==> config.mk <==
export PLATFORM = sky130hd
export DESIGN_NAME = endme_exec_core
export DESIGN_NICKNAME = d
export VERILOG_FILES = /design/src/rtl/endme_pkg.sv /design/src/rtl/endme_alu.sv /design/src/rtl/endme_exec_core.sv
export SDC_FILE = /design/constraint.sdc
export NUM_CORES = 1
export LEC_CHECK = 0
export CORE_AREA = 5 5 70 72
export CTS_BUF_LIST = sky130_fd_sc_hd__clkbuf_2
export DETAILED_ROUTE_END_ITERATION = 10
export DIE_AREA = 0 0 75 77
export MAX_ROUTING_LAYER = met4
export PLACE_DENSITY = 0.87
export SLEW_MARGIN = 20
export SYNTH_ARGS = -nofsm -noshare
export SYNTH_HDL_FRONTEND = slang
export SYNTH_SLANG_ARGS = --single-unit
==> constraint.sdc <==
create_clock -name CLK -period 3.62 [get_ports CLK]
set_input_delay 0.724 -clock CLK [delete_from_list [all_inputs] [get_ports CLK]]
set_output_delay 0.724 -clock CLK [all_outputs]
set_load 0.02 [all_outputs]
==> src/rtl/endme_pkg.sv <==
// EnDMe shared types: opcodes, ALU ops, accumulator sources.
// Also holds the datapath and instruction widths.
package endme_pkg;

  localparam int W  = 8;
  localparam int IW = 9;

  localparam logic [W-1:0] ACC_TRUE = 8'd1;

  typedef enum logic [3:0] {
    OP_ADD = 4'h0,
    OP_SUB = 4'h1,
    OP_AND = 4'h2,
    OP_OR  = 4'h3,
    OP_XOR = 4'h4,
    OP_SLL = 4'h5,
    OP_SRL = 4'h6,
    OP_SLT = 4'h7,
    OP_MOV = 4'h8,
    OP_STR = 4'h9,
    OP_LDM = 4'hA,
    OP_STM = 4'hB,
    OP_BR  = 4'hC,
    OP_JMP = 4'hD,
    OP_NPE = 4'hE,
    OP_NPF = 4'hF
  } opcode_e;

  typedef enum logic [2:0] {
    ALU_ADD = 3'd0,
    ALU_SUB = 3'd1,
    ALU_AND = 3'd2,
    ALU_OR  = 3'd3,
    ALU_XOR = 3'd4,
    ALU_SLL = 3'd5,
    ALU_SRL = 3'd6,
    ALU_SLT = 3'd7
  } alu_op_e;

  typedef enum logic [1:0] {
    SRC_IMM = 2'd0,
    SRC_REG = 2'd1,
    SRC_MEM = 2'd2,
    SRC_ALU = 2'd3
  } acc_src_e;

endpackage

==> src/rtl/endme_alu.sv <==
// EnDMe 8-bit ALU, purely combinational.
// Shifts by 8 or more give zero; SLT is unsigned.
module endme_alu
  import endme_pkg::*;
(
  input  logic [W-1:0] a,
  input  logic [W-1:0] b,
  input  alu_op_e      op,
  output logic [W-1:0] y
);

  logic big_sh;

  assign big_sh = |b[W-1:3];

  always_comb begin
    y = '0;
    unique case (op)
      ALU_ADD: y = a + b;
      ALU_SUB: y = a - b;
      ALU_AND: y = a & b;
      ALU_OR:  y = a | b;
      ALU_XOR: y = a ^ b;
      ALU_SLL: y = big_sh ? '0 : a << b[2:0];
      ALU_SRL: y = big_sh ? '0 : a >> b[2:0];
      ALU_SLT: y = {{(W-1){1'b0}}, a < b};
      default: y = '0;
    endcase
  end

endmodule

==> src/rtl/endme_exec_core.sv <==
// EnDMe execute core: decoder, ALU and accumulator.
// Every instruction completes in a single clock.
module endme_exec_core
  import endme_pkg::*;
(
  input  logic          CLK,
  input  logic          RESET,
  input  logic [IW-1:0] instr,
  input  logic [W-1:0]  reg_data,
  input  logic [W-1:0]  mem_data,
  output logic [W-1:0]  acc_out,
  output logic [W-1:0]  alu_out,
  output logic [3:0]    reg_addr,
  output logic          reg_we,
  output logic          mem_we,
  output logic          br_ctrl,
  output logic          jmp_ctrl,
  output logic          acc_is_one
);

  logic         typ;
  opcode_e      op;
  alu_op_e      alu_op;
  logic [W-1:0] acc;
  logic [W-1:0] acc_d;
  acc_src_e     acc_sel;
  logic         acc_we;
  logic         dec_reg_we;
  logic         dec_mem_we;
  logic         dec_br;
  logic         dec_jmp;

  assign typ    = instr[8];
  assign op     = opcode_e'(instr[7:4]);
  assign alu_op = alu_op_e'(instr[6:4]);

  endme_alu u_alu (
    .a  (acc),
    .b  (reg_data),
    .op (alu_op),
    .y  (alu_out)
  );

  // Unknown typ lands in default, so no enable fires.
  always_comb begin
    acc_we     = 1'b0;
    acc_sel    = SRC_ALU;
    dec_reg_we = 1'b0;
    dec_mem_we = 1'b0;
    dec_br     = 1'b0;
    dec_jmp    = 1'b0;
    unique case (1'b1)
      (typ == 1'b1): begin
        acc_we  = 1'b1;
        acc_sel = SRC_IMM;
      end
      (typ == 1'b0 && instr[7] == 1'b0): begin
        acc_we  = 1'b1;
        acc_sel = SRC_ALU;
      end
      (typ == 1'b0 && instr[7] == 1'b1): begin
        unique case (op)
          OP_MOV: begin
            acc_we  = 1'b1;
            acc_sel = SRC_REG;
          end
          OP_LDM: begin
            acc_we  = 1'b1;
            acc_sel = SRC_MEM;
          end
          OP_STR:  dec_reg_we = 1'b1;
          OP_STM:  dec_mem_we = 1'b1;
          OP_BR:   dec_br     = 1'b1;
          OP_JMP:  dec_jmp    = 1'b1;
          default: ;
        endcase
      end
      default: ;
    endcase
  end

  always_comb begin
    acc_d = alu_out;
    unique case (acc_sel)
      SRC_IMM: acc_d = instr[7:0];
      SRC_REG: acc_d = reg_data;
      SRC_MEM: acc_d = mem_data;
      SRC_ALU: acc_d = alu_out;
      default: acc_d = alu_out;
    endcase
  end

  always_ff @(posedge CLK or negedge RESET) begin
    if (!RESET) begin
      acc <= '0;
    end else if (acc_we) begin
      acc <= acc_d;
    end
  end

  assign acc_out    = acc;
  assign acc_is_one = (acc == ACC_TRUE);
  assign reg_addr   = instr[3:0];
  assign reg_we     = dec_reg_we & RESET;
  assign mem_we     = dec_mem_we & RESET;
  assign br_ctrl    = dec_br     & RESET;
  assign jmp_ctrl   = dec_jmp    & RESET;

endmodule

==> results.sh <==
export IMPL_path_cells="clkdlybuf4s50_1 -> buf_4 -> inv_1 -> buf_4 -> o21ai_0 -> a21oi_1 -> a221oi_2 -> nor2_1 -> clkdlybuf4s15_2"
export IMPL_grt_pass1_vias=3382
export IMPL_rr_startpoint="acc_out[0]"
export IMPL_row_count=24
export IMPL_status="complete, no violations"
export IMPL_ys_ff_latch=8
export IMPL_dpl_hpwl_um=7850
export IMPL_grt_overflow=0
export IMPL_cts_tree="done"
export IMPL_gp_congestion=1.016
export IMPL_start_util=0.5458
export IMPL_whs_ns=0.7752
export IMPL_synth_edf_count=0
export IMPL_antenna_found_initial=0
export IMPL_fin_cells=501
export IMPL_clk_pin_slew_ns=0.10
export IMPL_drt_first_pass_iters=6
export IMPL_antenna_cells=0
export IMPL_period_needed_ns=3.607
export IMPL_clock_sinks=8
export IMPL_hold_class="input pin to asynchronous set/reset pin"
export IMPL_setup_viol=0
export IMPL_syn_area_um2=2311
export IMPL_crit_path_max_fanout=16
export IMPL_area_growth_syn_to_layout_pct=57.66
export IMPL_end_kind="primary output"
export IMPL_nNetsFinal=505
export IMPL_track_usage=0.3757
export IMPL_async_flop_share=1.000
export IMPL_wl_per_cell_um=21.10
export IMPL_wl_um=10570
export IMPL_drive_gt1_frac=0.3252
export IMPL_cp_num_buf_inv=5
export IMPL_via_per_inst=6.623
export IMPL_final_core_util=0.8605
export IMPL_dp_slack_ns=-0.6456
export IMPL_period_share=0.9965
export IMPL_cp_slowest_cell="clkdlybuf4s50_1"
export IMPL_path_class="input pin to primary output"
export IMPL_power_density_nw_per_um2=263.5
export IMPL_seq_area_frac_synth=0.08663
export IMPL_holdBufCountCts=0
export IMPL_yosys_warnings=0
export IMPL_slew_headroom=0.7123
export IMPL_vias=3318
export IMPL_fillCellCount=240
export IMPL_worstMarginPinSlew_ns=0.4289
export IMPL_fmax_mhz=277.2
export IMPL_cp_required_ns=2.90
export IMPL_r2r_slack_ns=0.96
export IMPL_cts_buffers=3
export IMPL_drc_errors=0
export IMPL_slew_viol_final=0
export IMPL_cts_max_level=1
export IMPL_largest_register_ffs=8
export IMPL_finClkSkew_ns=0.01258
export IMPL_vdd_ir_drop_max_uv=170.5
export IMPL_p_leak_nw=1.701
export IMPL_cp_start_kind="input pin"
export IMPL_syn_num_nets=377
export IMPL_grt_first_pass_wirelength_um=16700
export IMPL_slowest_delay_ns=0.59
export IMPL_cap_violations=0
export IMPL_crit_top_cell="buf_4"
export IMPL_ys_types=64
export IMPL_core_area_um2=4234
export IMPL_cp_top_family="buffers and inverters"
export IMPL_port_buffer_count=51
export IMPL_synth_flop_cell="dfrtp_1"
export IMPL_grt_max_degree=17
export IMPL_finalHoldViolCount=0
export IMPL_drtIter0Drc=419
export IMPL_total_power_mw=0.9602
export IMPL_rr_endpoint="acc_out[4]"
export IMPL_cts_buffer_depth=2
export IMPL_finalWorstSetupSlack_ns=0.01260
export IMPL_ios=52
export IMPL_synthCells=323
export IMPL_post_place_cells=494
export IMPL_reg2reg_depth=11
export IMPL_die_area_um2=5775
export IMPL_root_buffer="clkbuf_2"
export IMPL_syn_avg_cell_area_um2=7.155
export IMPL_ant_nets=0
export IMPL_fp_dieH_um=77
export IMPL_worst_ep_arrival_time_ns=2.88
export IMPL_die_width_um=75
export IMPL_clk_latency_ns=0.26
## how the worst max path moves through the flow
stage                           start          to  cells after the start
final                        instr[6]  alu_out[1]                      9
after global placement    reg_data[0]  alu_out[6]                     10
after detailed placement  reg_data[0]  alu_out[0]                     10
after floorplan           reg_data[1]  alu_out[6]                      8
after CTS                 reg_data[6]  alu_out[7]                     11
after global routing      reg_data[0]  alu_out[5]                     11
## metal layers
| layer | track usage | wire length (µm) |
|---|---|---|
| met1 | 0.4337 | 3688 |
| met2 | 0.6037 | 5018 |
| met3 | 0.07974 | 1119 |
| met4 | 0.1833 | 748 |
| met5 | - | 0 |
## what timing repair did
action | 4_1_cts | 5_1_grt
cloned | 1 | 0
setup buffers | 2 | 1
endpoints found under the setup margin | 9 | 7
gates resized for setup | 55 | 16
pin swaps | 14 | 7
## layout make-up
class	instances	area, µm²	area share
multi-input combinational	261	2004	0.5501
timing repair buffer	146	1242	0.3410
sequential	8	200.2	0.05495
inverter	31	116.4	0.03194
tap	52	65.06	0.01786
clock buffer	3	15.01	0.004121
## synthesized netlist by cell type (4+ instances only)
library cell / n / area, µm²
inv_1: 30 / 112.6
o211ai_1: 7 / 52.55
buf_2: 9 / 45.04
nand3_1: 6 / 30.03
o22ai_1: 7 / 43.79
o21ai_0: 19 / 95.09
nor4_1: 4 / 25.02
mux2i_1: 10 / 100.1
xnor2_1: 9 / 78.83
clkbuf_1: 4 / 15.01
nor3_1: 4 / 20.02
ha_1: 25 / 312.8
nand2b_1: 4 / 25.02
nor2_1: 30 / 112.6
a21oi_1: 33 / 165.2
nand2_1: 29 / 108.9
dfrtp_1: 8 / 200.2
o21ai_1: 4 / 20.02
buf_4: 5 / 37.54
## cell families after synthesis
kind of cell / Yosys count / share of synthesized area
AND/OR/NAND/NOR: 93 / 0.1906
XOR/XNOR: 10 / 0.03790
adder cells (fa/ha/maj): 27 / 0.1527
buffers and inverters: 54 / 0.1094
flip-flops: 8 / 0.08663
AO/OA/AOI/OAI: 116 / 0.3438
multiplexers: 15 / 0.07905
## report_power, final
group	internal (mW)	total (mW)	switching (mW)
Combinational	0.373	0.779	0.406
Clock	0.0226	0.0599	0.0373
Sequential	0.100	0.121	0.0206
Total	0.496	0.960	0.464
## cells in the final DEF (no fill, tap or decap), types with 4 or more instances in the layout
master / instances
nand2_1: 29
o22ai_1: 7
nor3_1: 4
buf_4: 97
nand2b_1: 4
nor2_1: 28
ha_1: 20
inv_2: 7
dfrtp_1: 8
xnor2_1: 9
inv_1: 24
clkdlybuf4s50_1: 39
a21oi_1: 31
o21ai_0: 18
nand3_1: 6
o21ai_1: 5
o211ai_1: 7
a221oi_2: 5
mux2i_1: 10
## worst reg2reg max path: cells and delay by family, from the launching register on
kind	cells	cell delay, ns
AO/OA/AOI/OAI	5	0.93
adder cells (fa/ha/maj)	2	0.64
flip-flops	1	0.39
buffers and inverters	3	0.38
XOR/XNOR	1	0.19
## per-stage QoR
step,cell area [µm²],setup TNS (ns)
2_1_floorplan,2311,0
3_3_place_gp,3433,-3.667
3_5_place_dp,3433,-4.196
4_1_cts,3556,0
5_1_grt,3643,-0.1248
6_report,3643,0
No activity file was read; power rests on OpenSTA's default activity.
